--- src/rtl/if_fetch_stage_if.sv ---
// Instruction-memory request/response bundle between the fetch stage and imem.
// Latency: none (wires only); one request may be outstanding at a time.
// Backpressure: imem_gnt accepts a request; imem_rvalid returns its single response.
// Signals: imem_req/imem_addr (fetch -> mem), imem_gnt/imem_rvalid/imem_rdata (mem -> fetch).
interface if_fetch_stage_if;
    logic        imem_req;
    logic [31:0] imem_addr;
    logic        imem_gnt;
    logic        imem_rvalid;
    logic [31:0] imem_rdata;

    modport master (
        output imem_req,
        output imem_addr,
        input  imem_gnt,
        input  imem_rvalid,
        input  imem_rdata
    );

    modport slave (
        input  imem_req,
        input  imem_addr,
        output imem_gnt,
        output imem_rvalid,
        output imem_rdata
    );
endinterface

--- src/rtl/if_fetch_stage.sv ---
// Instruction fetch: PC register, one-outstanding imem handshake, skid entry, IF/ID register.
// Latency: IF/ID valid 2 edges after a grant when rvalid follows gnt; peak 1 instr / 2 cycles.
// Backpressure: stall holds IF/ID; a response arriving while the slot is busy parks in the skid.
// Ports: clk, rst_n (async active-low); imem (master modport of if_fetch_stage_if);
//        stall/flush/redirect/redirect_pc from later stages; if_id_valid/if_id_pc/if_id_inst to decode.
module if_fetch_stage #(
    parameter logic [31:0] RESET_PC = 32'h0000_0000,
    parameter logic [31:0] NOP_INST = 32'h0000_0013
) (
    input  logic                    clk,
    input  logic                    rst_n,
    if_fetch_stage_if.master        imem,
    input  logic                    stall,
    input  logic                    flush,
    input  logic                    redirect,
    input  logic [31:0]             redirect_pc,
    output logic                    if_id_valid,
    output logic [31:0]             if_id_pc,
    output logic [31:0]             if_id_inst
);

    typedef enum logic [1:0] {
        FETCH = 2'd0,
        WAIT  = 2'd1,
        HOLD  = 2'd2
    } state_t;

    state_t      state;
    logic [31:0] pc;
    logic [31:0] req_pc;
    logic [31:0] skid_pc;
    logic [31:0] skid_inst;
    logic        kill;
    logic        req_q;

    logic        slot_free;
    logic        granted;
    logic        rsp;
    logic        load_rsp;
    logic        load_skid;
    logic [31:0] redirect_tgt;

    // Decode takes the current entry on any edge with valid && !stall; flush blocks any load.
    assign slot_free    = (!if_id_valid || !stall) && !flush;
    assign redirect_tgt = redirect_pc & ~32'h3;
    // req_q is low for the first FETCH cycle after reset, so a stray gnt then is ignored.
    assign granted      = (state == FETCH) && req_q && imem.imem_gnt;
    // rvalid outside WAIT is a protocol error and is ignored.
    assign rsp          = (state == WAIT) && imem.imem_rvalid;
    assign load_rsp     = rsp && !kill && !redirect && slot_free;
    assign load_skid    = (state == HOLD) && !redirect && slot_free;

    assign imem.imem_req  = req_q;
    assign imem.imem_addr = pc;

    always_ff @(posedge clk or negedge rst_n) begin
        if (!rst_n) begin
            state       <= FETCH;
            pc          <= RESET_PC;
            req_pc      <= RESET_PC;
            skid_pc     <= 32'h0;
            skid_inst   <= NOP_INST;
            kill        <= 1'b0;
            req_q       <= 1'b0;
            if_id_valid <= 1'b0;
            if_id_pc    <= 32'h0;
            if_id_inst  <= NOP_INST;
        end else begin
            // IF/ID slot
            if (load_rsp) begin
                if_id_valid <= 1'b1;
                if_id_pc    <= req_pc;
                if_id_inst  <= imem.imem_rdata;
            end else if (load_skid) begin
                if_id_valid <= 1'b1;
                if_id_pc    <= skid_pc;
                if_id_inst  <= skid_inst;
            end else if (flush || (if_id_valid && !stall)) begin
                if_id_valid <= 1'b0;
                if_id_inst  <= NOP_INST;
            end

            // PC: redirect overrides the sequential increment
            if (redirect) begin
                pc <= redirect_tgt;
            end else if (granted) begin
                pc <= pc + 32'd4;
            end

            case (state)
                FETCH: begin
                    if (granted) begin
                        req_pc <= pc;
                        // A redirect in the grant cycle makes this request stale.
                        kill   <= redirect;
                        req_q  <= 1'b0;
                        state  <= WAIT;
                    end else begin
                        req_q  <= 1'b1;
                    end
                end
                WAIT: begin
                    if (rsp) begin
                        kill <= 1'b0;
                        if (redirect || kill || slot_free) begin
                            // dropped (stale) or loaded straight into IF/ID
                            req_q <= 1'b1;
                            state <= FETCH;
                        end else begin
                            skid_pc   <= req_pc;
                            skid_inst <= imem.imem_rdata;
                            state     <= HOLD;
                        end
                    end else if (redirect) begin
                        kill <= 1'b1;
                    end
                end
                HOLD: begin
                    // redirect discards the parked entry
                    if (redirect || slot_free) begin
                        req_q <= 1'b1;
                        state <= FETCH;
                    end
                end
                default: begin
                    req_q <= 1'b0;
                    state <= FETCH;
                end
            endcase
        end
    end

endmodule

--- src/flat_wrapper.sv ---
// flat-port wrapper written by rule: the top's interface ports become plain ports
module if_fetch_stage_flat 
#(
    parameter logic [31:0] RESET_PC = 32'h0000_0000,
    parameter logic [31:0] NOP_INST = 32'h0000_0013
)
  (clk, rst_n, stall, flush, redirect, redirect_pc, if_id_valid, if_id_pc, if_id_inst, imem_imem_req, imem_imem_addr, imem_imem_gnt, imem_imem_rvalid, imem_imem_rdata);
  if_fetch_stage_if imem_i ();
  input  logic clk;
  input  logic rst_n;
  input  logic stall;
  input  logic flush;
  input  logic redirect;
  input  logic [31:0] redirect_pc;
  output logic if_id_valid;
  output logic [31:0] if_id_pc;
  output logic [31:0] if_id_inst;
  output wire logic [$bits(imem_i.imem_req)-1:0] imem_imem_req;
  output wire logic [$bits(imem_i.imem_addr)-1:0] imem_imem_addr;
  input wire logic [$bits(imem_i.imem_gnt)-1:0] imem_imem_gnt;
  input wire logic [$bits(imem_i.imem_rvalid)-1:0] imem_imem_rvalid;
  input wire logic [$bits(imem_i.imem_rdata)-1:0] imem_imem_rdata;
  assign imem_imem_req = imem_i.imem_req;
  assign imem_imem_addr = imem_i.imem_addr;
  assign imem_i.imem_gnt = imem_imem_gnt;
  assign imem_i.imem_rvalid = imem_imem_rvalid;
  assign imem_i.imem_rdata = imem_imem_rdata;
  if_fetch_stage #(.RESET_PC(RESET_PC), .NOP_INST(NOP_INST)) u_core (.clk(clk), .rst_n(rst_n), .imem(imem_i), .stall(stall), .flush(flush), .redirect(redirect), .redirect_pc(redirect_pc), .if_id_valid(if_id_valid), .if_id_pc(if_id_pc), .if_id_inst(if_id_inst));
endmodule
--- config.mk ---
export PLATFORM = sky130hd
export DESIGN_NAME = if_fetch_stage_flat
export DESIGN_NICKNAME = d
export VERILOG_FILES = /design/src/rtl/if_fetch_stage_if.sv /design/src/rtl/if_fetch_stage.sv /design/src/flat_wrapper.sv
export SDC_FILE = /design/constraint.sdc
export NUM_CORES = 1
export LEC_CHECK = 0
export ABC_AREA = 1
export CAP_MARGIN = 15
export CORE_MARGIN = 2
export CORE_UTILIZATION = 50
export CTS_BUF_LIST = sky130_fd_sc_hd__clkbuf_4 sky130_fd_sc_hd__clkbuf_8
export DETAILED_ROUTE_END_ITERATION = 16
export PLACE_DENSITY = 0.77
export RECOVER_POWER = 50
export SYNTH_ARGS = -nofsm -noshare
export SYNTH_HDL_FRONTEND = slang
export SYNTH_SLANG_ARGS = --single-unit
--- constraint.sdc ---
create_clock -name clk -period 2.1 [get_ports clk]
set_input_delay 0.21 -clock clk [delete_from_list [all_inputs] [get_ports clk]]
set_output_delay 0.21 -clock clk [all_outputs]
set_load 0.03 [all_outputs]
Word-level counts from Yosys, hierarchy flattened

Index checks and enable logic that the tools add are counted.

Register bits: 197
Output and inout bits: 98

Add/sub/neg operators: 1
Equal/unequal tests: 7
Muxes and demuxes: 24
Bitwise operators: 1
Reduce and logical (&&, ||, !) cells: 30

Operators with widths:

| cell                                           | number |
|---|---|
| two-way mux 32 bit                             | 7 |
| adder 32 x 3 -> 32 bit (second input constant) | 1 |
| AND reduction 3 bit                            | 4 |
| logical AND 1 bit                              | 10 |
| two-way mux 1 bit                              | 10 |
| two-way mux 2 bit                              | 4 |
| case mux 2 bit (3 select lines)                | 1 |
| nonzero test 2 bit                             | 3 |
| zero test 1 bit                                | 5 |
| logical OR 1 bit                               | 5 |
| != test 2 x 1 -> 1 bit (second input constant) | 2 |
| != test 2 bit (second input constant)          | 2 |
| != test 3 x 2 -> 1 bit (second input constant) | 1 |
| case mux 1 bit (3 select lines)                | 1 |
| nonzero test 3 bit                             | 1 |
| == test 2 x 1 -> 1 bit (second input constant) | 1 |
| == test 2 bit (second input constant)          | 1 |
| zero test 2 bit                                | 1 |
| case mux 1 bit (2 select lines)                | 1 |
| AND reduction 2 bit                            | 1 |
| inverter 1 bit                                 | 1 |

Logic depth before layout (Yosys ltp)

Gate-level depths: netlist of the first run.

Depth after elaboration: 7
Mapped depth: 11

Least setup slack after synthesis of the first run

Ideal clock, no wire load.

Path type: register -> register
Start: register u_core.pc[3], in the netlist u_core.imem.imem_addr[3]
End: register u_core.pc[22], in the netlist u_core.imem.imem_addr[22]
Setup time: 0.117 ns
Arrival: 1.608 ns
Path slack: 0.375 ns
Stages on the path, launching flop included: 9
Path buffers: 0
Cell sequence: dfrtp_1 ha_1 nand2_1 nor2_1 nand2_1 nor2_1 nand3_1 nand3_1 nand2_1

Cells in the longest elaborated chain, start to end: 3

Ends and longest elaborated chain:

| item                     | RTL line             | source |
|---|---|---|
| start: declaration       | if_fetch_stage.sv:29 | `logic [31:0] pc;` |
| start signal: assignment | if_fetch_stage.sv:85 | `pc <= redirect_tgt;` |
| start signal: assignment | if_fetch_stage.sv:87 | `pc <= pc + 32'd4;` |
| adder 32 x 3 -> 32 bit   | if_fetch_stage.sv:87 |  |
| two-way mux 32 bit       | if_fetch_stage.sv:86 | `end else if (granted) begin` |
| two-way mux 32 bit       | if_fetch_stage.sv:84 | `if (redirect) begin` |

No other way between the ends. The select of a mux whose other input is x is not followed.
A chain may end at the register's enable or synchronous reset.

Worst setup path in the final report of the first run

Start: register u_core.state[0]
End: register u_core.if_id_pc[19]

Cells in the longest elaborated chain, start to end: 6
Elaborated cells on any way between the ends: 10

Ends and longest elaborated chain:

| item                                                            | RTL line              | source |
|---|---|---|
| start: declaration                                              | if_fetch_stage.sv:28  | `state_t state;` |
| start signal: assignment                                        | if_fetch_stage.sv:58  | `state <= FETCH;` |
| start signal: assignment                                        | if_fetch_stage.sv:97  | `state <= WAIT;` |
| start signal: assignment                                        | if_fetch_stage.sv:108 | `state <= FETCH;` |
| == test 2 x 1 -> 1 bit                                          | if_fetch_stage.sv:49  | `assign rsp = (state == WAIT) && imem.imem_rvalid;` |
| logical AND 1 bit                                               | if_fetch_stage.sv:49  |  |
| logical AND 1 bit (3 in a row)                                  | if_fetch_stage.sv:50  | `assign load_rsp = rsp && !kill && !redirect && slot_free;` |
| two-way mux 32 bit / nonzero test 2 bit (equally long branches) | -                     |  |
| end signal: assignment                                          | if_fetch_stage.sv:72  | `if_id_pc <= req_pc;` |
| end signal: assignment                                          | if_fetch_stage.sv:76  | `if_id_pc <= skid_pc;` |
| end: declaration                                                | if_fetch_stage.sv:18  | `output logic [31:0] if_id_pc,` |

Parallel ways exist; a longest one is shown, timed or not.

==> impl_metrics.toml, run 1 <==
[drt]
vias = 7830
wl_mm = 22.3
drcViolationCount = 0
drtAntennaViolNets = 0
drt_iter0_drc = 614
drt_first_pass_iters = 5
detail_route.wl_per_cell_um = 15.1
via_per_inst = 5.29

[global_routing]
antenna_found_initial = 0
grt_pass1_wl_mm = 36.7
gr-total-overflow = 0
grt_usage_pct = 25.0
grt_pass1_vias = 7403
grt_max_degree = 65

[timing]
worstMarginPinSlew_ns = 1.04
rsz0062_at_grt = "no"
setup_viol = 0
setup_tns_ns = 0
maxSlewHeadroom_pct = 30.4
hold_viol_final = 0
holdWs_ns = 0.298
finClkSkew_ns = 0.0203
post-route-period-util_pct = 92.9
finalCriticalPeriod_ns = 1.95
max_freq_ghz = 0.513
final_max_slew_viol_count = 0

[cts]
cts_tree = "done"
cts.sinks = 189
clk_latency_ns = 0.47
h-tree-depth = 4
postCtsSetupRepairBufs = 0
clock_path_buffers = 2
cts_made_buffers = 17
cts.root.buffer_cell = "clkbuf_8"
ctsHoldBuffers = 1
clk_pin_slew_ns = 0.10
post_cts_resized = 0

[worst_hold_path]
hold-path-endpoint = "u_core.imem.imem_addr[16]$_DFFE_PN0P_"
min_path_type = "in2reg"
hold_path_depth = 3
hp-start = "redirect_pc[16]"

[synthesis]
synthCells = 1091
syn_area_um2 = 8750
yosys-top-cells-area = "dfrtp_1, nand2_1, nand3_1, o21ai_0, inv_1"
synth_area_leader_cell = "dfrtp_1"
synth_edf_count = 0
async_flop_share_pct = 100
yosys_register_bits = 189
ys_types = 29
yosysWarnings = 0
synth_top_flop_cell = "dfrtp_1"
netlist.area_leader.share_pct = 52.3
syn_avg_cell_area_um2 = 8.02
seq_area_frac_synth_pct = 54.1

[setup_path]
cp.arrival_ns = 2.32
cp-start-kind = "flop"
end_kind = "flop"
ff2ff_setup_slack_ns = 0.15
rr_startpoint = "u_core.state[0]$_DFFE_PN0P_"
cp_top_family = "buffers and inverters"
required_ns = 2.47
reg2reg_to = "u_core.if_id_pc[19]$_DFFE_PN0P_"
cp_slowest_stage_delay_ns = 0.50
cp_num_buf_inv = 2
crit_chain = "inv_1 -> ha_1 -> nand2_1 -> nor2_4 -> buf_4 -> nand3_1 -> o211ai_1"
cp_slowest_cell = "buf_4"
rr_worst_depth = 7
crit_type = "reg2reg"
crit_fanout = 44

[cells_and_area]
final_area_um2 = 11100
layout-drive-gt1-share_pct = 6.22
layout_commonest_cell = "nand2_1"
syn2layout_area_growth_pct = 26.6
final_nets = 1318
final_cells = 1480
layout_common_cells = "nand2_1, dfrtp_1, nand3_1"
diodes = 0

[pwr]
p_sw_mw = 5.21
switching_share_pct = 39.4
p_comb_share_pct = 37.1
p_leak_nw = 5.20
p_int_mw = 8.00
seq_power_share_pct = 44.4
power_density_nw_per_um2 = 1190
fin_total_pwr_mw = 13.2
ir_drop_uv = 649
p_clk_share_pct = 18.5

[placed_design]
post_dp_cell_area_um2 = 10700
dp_hpwl_mm = 15.8
numPortBuffers = 162
routabilityCongestion = 0.957
dp_cells = 1447

[floorplan]
core_um2 = 17200
die_x_um = 136
initial_core_util_pct = 50.9
rows = 48
ios = 169
die_area_um2 = 18600
fp.dieH_um = 136

[run]
drv_cap = 0

[run_status]
status = "completed"
## cell type report
type / instances / area, um2
clock inverter: 13 / 136
multi-input combinational: 743 / 3380
sequential: 189 / 4740
clock buffer: 19 / 262
timing repair buffer: 189 / 1900
inverter: 102 / 383
fill: 1481 / 6100
tap: 225 / 282
## flip-flops by register name, indices dropped and copies added (netlist names)
register / cells
u_core.if_id_valid: 1
u_core.kill: 1
u_core.imem.imem_req: 1
u_core.if_id_inst: 32
u_core.skid_inst: 32
u_core.skid_pc: 30
u_core.imem.imem_addr: 30
u_core.req_pc: 30
u_core.if_id_pc: 30
u_core.state: 2
## metal layers
layer | wire length [um] | vias to the layer above | track usage [%]
li1 | - | 3801 | -
met5 | 0 | - | 0
met2 | 9840 | 334 | 36.6
met3 | 1710 | 42 | 4.03
met4 | 566 | 0 | 9.49
met1 | 10200 | 3653 | 37.5
## stage by stage
step	setup WS [ns]	util [%]
after detailed placement	-0.0574	62.3
final	0.149	64.5
after floorplan	0.375	-
after global routing	0.00588	64.5
after CTS	0.166	64.7
after global placement	0.0532	62.3
## synth_stat cells (4+ instances only)
cell type  number
buf_2          19
nand2_1       370
dfstp_2         6
buf_1           4
o211ai_1       33
buf_4           4
nand3_1       165
inv_1          97
xor2_1          5
o21ai_0        87
ha_1            5
nor2_1         46
inv_2           4
clkbuf_1       32
dfrtp_1       183
o21ai_1        10
## power by group through the flow
stage / clock network, mW / registers [mW] / logic (mW)
4_1_cts: 2.49 / 5.85 / 4.98
5_1_grt: 2.63 / 6.02 / 5.44
6_report: 2.44 / 5.86 / 4.91
3_5_place_dp: 0 / 5.91 / 4.96
3_3_place_gp: 0 / 5.86 / 4.83
2_1_floorplan: 0 / 6.71 / 2.05
## how the worst max path moves through the flow
| stage | from | end | slack [ns] | cells past startpoint |
|---|---|---|---|---|
| final | u_core.state[0]$_DFFE_PN0P_ | u_core.if_id_pc[19]$_DFFE_PN0P_ | 0.15 | 7 |
| after global routing | rst_n | u_core.skid_pc[17]$_DFFE_PN0P_ | 0.006 | 3 |
| after CTS | u_core.state[0]$_DFFE_PN0P_ | u_core.if_id_pc[19]$_DFFE_PN0P_ | 0.17 | 7 |
| after detailed placement | redirect | u_core.if_id_pc[19]$_DFFE_PN0P_ | -0.06 | 7 |
| after global placement | redirect | u_core.if_id_pc[13]$_DFFE_PN0P_ | 0.05 | 7 |
| after floorplan | u_core.imem.imem_addr[3]$_DFFE_PN0P_ | u_core.imem.imem_addr[22]$_DFFE_PN0P_ | 0.37 | 8 |
## worst reg2reg max path, delay by kind of cell (launching register included)
family | cells | cell delay, ns
flip-flops | 1 | 0.40
adder cells (fa/ha/maj) | 1 | 0.17
AND/OR/NAND/NOR | 3 | 0.55
AO/OA/AOI/OAI | 1 | 0.15
buffers and inverters | 2 | 0.61
## cell families (layout without fill, tap and decap cells)
kind of cell	count (synthesis)	in the layout	share of synthesized area, %
and+or+nand+nor	591	591	28.1
DFF	189	189	54.1
buffers and inverters	162	323	7.48
AOI/OAI and AO/OA	137	137	8.91
xor gates and xnor gates	6	6	0.601
adders and majority gates	5	5	0.715
other	1	4	0.0429
(Power assumes the default switching activity.)
==> inputs of run 2 (changes only) <==
--- a/config.mk
+++ b/config.mk
@@ -6,12 +6,10 @@
 export NUM_CORES = 1
 export LEC_CHECK = 0
 export ABC_AREA = 1
-export CAP_MARGIN = 15
 export CORE_MARGIN = 2
-export CORE_UTILIZATION = 50
+export CORE_UTILIZATION = 34
 export CTS_BUF_LIST = sky130_fd_sc_hd__clkbuf_4 sky130_fd_sc_hd__clkbuf_8
 export DETAILED_ROUTE_END_ITERATION = 16
-export PLACE_DENSITY = 0.77
 export RECOVER_POWER = 50
 export SYNTH_ARGS = -nofsm -noshare
 export SYNTH_HDL_FRONTEND = slang
==> run 2 against run 1 <==
Compared with the run above:
- design area up 1.2%
- total power up 0.28%
- maximum frequency down 0.89%
- clock skew down 0.0098 ns
- via count down 1.7%
- critical path type unchanged
- worst hold slack better by 0.0044 ns
- flip-flop and latch count unchanged
- global-route usage down 7.4 points
- first-iteration DRC count down 2.4%
- combinational power up 0.8%
==> impl_metrics.toml, run 2 (synthesized netlist as in run 1, its figures left out) <==
[cells_and_area]
multi_input_area_um2 = 3380
final_area_um2 = 11200
diodes = 0
reg_top3 = "u_core.if_id_inst: 32 flops, u_core.skid_inst: 32 flops"
syn2layout_area_growth_pct = 28.2
final_nets = 1321
n_fill_cell = 2581
final-seq-area_um2 = 4740
layout-drive-gt1-share_pct = 6.36
layout_common_cells = "nand2_1, dfrtp_1, nand3_1"
layout_commonest_cell = "nand2_1"
final_cells = 1588

[setup_path]
rr_startpoint = "u_core.imem.imem_addr[2]$_DFFE_PN0P_"
cp_slowest_stage_delay_ns = 0.44
cp_slowest_cell = "nor2_1"
ff2ff_setup_slack_ns = 0.13
end_kind = "flop"
cp-start-kind = "flop"
crit_start = "u_core.imem.imem_addr[2]$_DFFE_PN0P_"
crit_fanout = 7
rr_worst_depth = 8
required_ns = 2.46
cp_top_family = "simple AND/OR/NAND/NOR gates"
reg2reg_to = "u_core.imem.imem_addr[28]$_DFFE_PN0P_"
crit_type = "reg2reg"
worstSetupEndpoint = "u_core.imem.imem_addr[28]$_DFFE_PN0P_"
cp_num_buf_inv = 0
path_common_cell = "nand2_1"
crit_chain = "ha_1 -> nand2_1 -> nor2_1 -> nand2_1 -> nor2_1 -> nand3_1 -> nand3_1 -> nand2_1"
cp.depth = 8
cp.arrival_ns = 2.33

[global_routing]
antenna_found_initial = 0
grt_max_degree = 60
grt_pass1_wl_mm = 37.5
grt_usage_pct = 17.7
gr-total-overflow = 0
grt_pass1_vias = 7131

[pwr]
p_leak_nw = 5.18
p_clk_share_pct = 18.3
ir_drop_uv = 401
power_density_nw_per_um2 = 1180
p_comb_share_pct = 37.4
p_sw_mw = 5.34
p_int_mw = 7.91
seq_power_share_pct = 44.3
switching_share_pct = 40.3

[timing]
hold_viol_final = 0
worst_slack_ns = 0.132
max_freq_ghz = 0.508
final_max_slew_viol_count = 0
maxSlewHeadroom_pct = 6.71
rsz0062_at_grt = "no"
post-route-period-util_pct = 93.7
finClkSkew_ns = 0.0105
setup_viol = 0
setup_tns_ns = 0
worstMarginPinSlew_ns = 1.40
finalCriticalPeriod_ns = 1.97

[placed_design]
post_dp_cell_area_um2 = 10900
dp_slack_ns = 0.0254
numPortBuffers = 162
dp_cells = 1555
dp_hpwl_mm = 16.8
routabilityCongestion = 0.880

[floorplan]
fp.dieH_um = 164
rows = 58
die_x_um = 164
ios = 169
core_um2 = 25300
initial_core_util_pct = 34.6
die_area_um2 = 27000

[drt]
vias = 7696
via_per_inst = 4.85
drtAntennaViolNets = 0
drt_first_pass_iters = 5
detail_route.wl_per_cell_um = 14.9
wl_mm = 23.6
drt_iter0_drc = 599
drcViolationCount = 0

[run_status]
status = "completed"

[cts]
cts_made_buffers = 17
clk_latency_ns = 0.47
postCtsSetupRepairBufs = 0
cts.root.buffer_cell = "clkbuf_8"
clk_pin_slew_ns = 0.10
clock_path_buffers = 2
cts_tree = "done"
h-tree-depth = 4
cts.sinks = 189

[worst_hold_path]
min_path_type = "in2reg"

[run]
drv_cap = 0
## run 2: cell count changes in the layout (fill, tap and decap cells not counted), moves of 2 or more
cell / delta
buf_4: -2
buf_6: +2
clkbuf_4: +2
clkdlybuf4s50_1: +9
clkinv_2: -3
dlygate4sd3_1: -9
inv_6: +2
inv_8: +3
o21ai_0: +2
o21ai_1: -2
## run 2: layer usage
metal	track usage, %	up-vias	share of wire, %
met5	0	-	0
met4	5.57	0	2.0
met3	3.06	24	5.2
met2	25.9	227	43
met1	26.5	3626	50
li1	-	3819	-
## run 2: worst reg2reg max path, cell delays in order, from the launching register on
cell and delay, ns:
dfrtp_1 0.37, ha_1 0.19, nand2_1 0.07, nor2_1 0.24, nand2_1 0.26, nor2_1 0.44, nand3_1 0.13, nand3_1 0.10
nand2_1 0.07
## run 2: how the worst min path moves through the flow
stage	start	endpoint	slack (ns)	cells after the start
2_1_floorplan	rst_n	u_core.if_id_inst[10]$_DFFE_PN0P_	-0.09	0
4_1_cts	redirect_pc[18]	u_core.imem.imem_addr[18]$_DFFE_PN0P_	0.28	3
3_3_place_gp	rst_n	u_core.if_id_pc[9]$_DFFE_PN0P_	0.21	1
5_1_grt	redirect_pc[18]	u_core.imem.imem_addr[18]$_DFFE_PN0P_	0.30	3
6_report	redirect_pc[18]	u_core.imem.imem_addr[18]$_DFFE_PN0P_	0.30	3
3_5_place_dp	rst_n	u_core.if_id_pc[9]$_DFFE_PN0P_	0.21	1
## run 2: area by class of cell
class / instances / share of cell area, %
timing repair buffer: 192 / 17.0
clock inverter: 14 / 1.29
tap: 330 / 3.68
sequential: 189 / 42.2
inverter: 102 / 3.43
clock buffer: 18 / 2.21
multi-input combinational: 743 / 30.1
## run 2: metrics by stage
stage | power (mW) | util [%] | hold slack, ns
after global placement | 10.8 | 43.0 | 0.206
after CTS | 13.4 | 44.6 | 0.282
after global routing | 14.2 | 44.4 | 0.297
final | 13.2 | 44.4 | 0.302
after detailed placement | 11.0 | 43.0 | 0.208
after floorplan | 8.76 | - | -0.0856
## run 2: timing repair
action / 4_1_cts / 5_1_grt
endpoints found under the setup margin: 0 / 5
hold buffers: 1 / 0
resized for setup: 0 / 1
hold endpoints to repair: 49 / 0
## run 2: power groups by stage
stage          clock (mW)  sequential, mW  combinational [mW]
2_1_floorplan           0            6.71                2.05
3_3_place_gp            0            5.90                4.94
3_5_place_dp            0            5.94                5.02
4_1_cts              2.49            5.87                5.04
5_1_grt              2.64            6.04                5.49
6_report             2.42            5.87                4.95
==> inputs of run 3 (changes only) <==
--- a/config.mk
+++ b/config.mk
@@ -7,10 +7,11 @@
 export LEC_CHECK = 0
 export ABC_AREA = 1
 export CORE_MARGIN = 2
-export CORE_UTILIZATION = 34
+export CORE_UTILIZATION = 30
 export CTS_BUF_LIST = sky130_fd_sc_hd__clkbuf_4 sky130_fd_sc_hd__clkbuf_8
 export DETAILED_ROUTE_END_ITERATION = 16
 export RECOVER_POWER = 50
+export SETUP_SLACK_MARGIN = 0.02
 export SYNTH_ARGS = -nofsm -noshare
 export SYNTH_HDL_FRONTEND = slang
 export SYNTH_SLANG_ARGS = --single-unit
==> run 3 against run 2 <==
Compared with the run above:
- flip-flop and latch count stayed put
- largest power group unchanged
- highest routed layer unchanged
- routed wire length is 3.0% higher
- critical path type unchanged
- core utilization fell by 4.9 points
- the flow now finishes with violations (capacitance limit, slew limit)
- worst hold slack worse by 0.0013 ns
- sequential power about the same
==> impl_metrics.toml, run 3 (synthesized netlist as in run 1, its figures left out) <==
[global_routing]
grt_pass1_wl_mm = 39.5
grt_usage_pct = 16.3
grt_max_degree = 65
antenna_found_initial = 0
grt_pass1_vias = 7270
gr-total-overflow = 0

[placed_design]
dp_slack_ns = 0.0334
post_dp_cell_area_um2 = 11000
numPortBuffers = 162
routabilityCongestion = 0.901
dp_hpwl_mm = 17.3

[cts]
h-tree-depth = 4
clk_pin_slew_ns = 0.12
clock_path_buffers = 2
cts_made_buffers = 17
cts_tree = "done"
cts.root.buffer_cell = "clkbuf_8"
clk_latency_ns = 0.47
cts.sinks = 189

[cells_and_area]
syn2layout_area_growth_pct = 29.6
final_area_um2 = 11300
reg_top3 = "u_core.if_id_inst: 32 flops, u_core.skid_inst: 32 flops"
layout-drive-gt1-share_pct = 6.51
diodes = 0
layout_commonest_cell = "nand2_1"
n_fill_cell = 3019
layout_common_cells = "nand2_1, dfrtp_1, nand3_1"
final_nets = 1322

[pwr]
power_density_nw_per_um2 = 1170
ir_drop_uv = 410
fin_total_pwr_mw = 13.2
p_leak_nw = 5.22

[timing]
maxSlewHeadroom_pct = -5.14
worstMarginPinSlew_ns = 1.58
post-route-period-util_pct = 90.9
hold_viol_final = 0
worst_slack_ns = 0.191
setup_viol = 0
final_max_slew_viol_count = 57
setup_tns_ns = 0
finClkSkew_ns = 0.0166
rsz0062_at_grt = "no"
finalCriticalPeriod_ns = 1.91
max_freq_ghz = 0.524

[floorplan]
core_um2 = 28700
initial_core_util_pct = 30.5
ios = 169
fp.dieH_um = 175
die_area_um2 = 30500
rows = 62
die_x_um = 175

[setup_path]
cp_slowest_stage_delay_ns = 0.44
path_common_cell = "nand2_1"
cp.arrival_ns = 2.26
crit_chain = "inv_1 -> ha_1 -> nand2_1 -> nor3_4 -> nand2_4 -> nand2_2 -> inv_2 -> buf_4 -> nand2_1 -> nand3_1"
required_ns = 2.45
crit_type = "reg2reg"
cp_slowest_cell = "dfrtp_1"
crit_fanout = 14
ff2ff_setup_slack_ns = 0.19
end_kind = "flop"
cp-start-kind = "flop"

[drt]
drt_iter0_drc = 584
vias = 7654
via_per_inst = 4.66
detail_route.wl_per_cell_um = 14.8
drcViolationCount = 0
drt_first_pass_iters = 8
wl_mm = 24.3
drtAntennaViolNets = 0

[run_status]
status = "finished with violations"
violations = "capacitance limit, slew limit"

[worst_hold_path]
min_path_type = "in2reg"

[run]
drv_cap = 1
run 3: report_power, final:
part	internal (mW)	total, mW	switching (mW)
combinational	1.93	5.01	3.08
sequential	4.97	5.86	0.887
clock	0.891	2.36	1.47
total	7.79	13.2	5.44
run 3: stage by stage:
stage / hold slack, ns / std cells / util, %
6_report: 0.301 / 1643 / 39.5
5_1_grt: 0.299 / 1643 / 39.5
4_1_cts: 0.277 / 1643 / 39.6
3_5_place_dp: 0.244 / 1610 / 38.2
3_3_place_gp: 0.241 / 1610 / 38.2
2_1_floorplan: -0.0856 / 1094 / -
run 3: area by class of cell:
| class | instances | area [um2] | share of cell area [%] |
|---|---|---|---|
| inverters | 102 | 383 | 3.38 |
| clock inverters | 15 | 153 | 1.35 |
| repair buffers | 193 | 1960 | 17.3 |
| clock buffers | 17 | 234 | 2.06 |
| flip-flops and latches | 189 | 4740 | 41.8 |
| multi-input cells | 743 | 3390 | 29.9 |
| well taps | 384 | 480 | 4.24 |
run 3: repair_timing:
item | CTS | global route
endpoints found under the hold margin | 51 | 0
setup buffers | 0 | 0
setup endpoints to repair | 0 | 18
resized for setup | 0 | 3
hold buffers | 1 | 0
run 3: metal layers:
layer | share of wire, % | GRT usage (%) | vias up | routed length [um]
li1 | - | - | 3810 | -
met1 | 51 | 24.6 | 3614 | 12400
met2 | 43 | 23.8 | 211 | 10500
met3 | 4.6 | 2.94 | 19 | 1120
met4 | 1.3 | 4.24 | 0 | 318
met5 | 0 | 0 | - | 0
run 3: path summary, 6_finish.rpt:
check | start | to | cells past startpoint
setup / recovery | u_core.state[1]$_DFFE_PN0P_ | u_core.if_id_inst[5]$_DFFE_PN0P_ | 10
setup reg to reg | u_core.state[1]$_DFFE_PN0P_ | u_core.if_id_inst[5]$_DFFE_PN0P_ | 10
hold / removal | redirect_pc[14] | u_core.imem.imem_addr[14]$_DFFE_PN0P_ | 3
max in group asynchronous | rst_n | u_core.req_pc[6]$_DFFE_PN0P_ | 3
min in group asynchronous | rst_n | u_core.if_id_pc[10]$_DFFE_PN0P_ | 2
hold reg to reg | u_core.skid_inst[1]$_DFFE_PN1P_ | u_core.skid_inst[1]$_DFFE_PN1P_ | 2
run 3: worst max-delay path, delay by kind of cell, from the launching register on:
kind                     cells  cell delay, ns
AND/OR/NAND/NOR              6            0.83
buffers and inverters        3            0.34
flip-flops                   1            0.44
adder cells (fa/ha/maj)      1            0.18
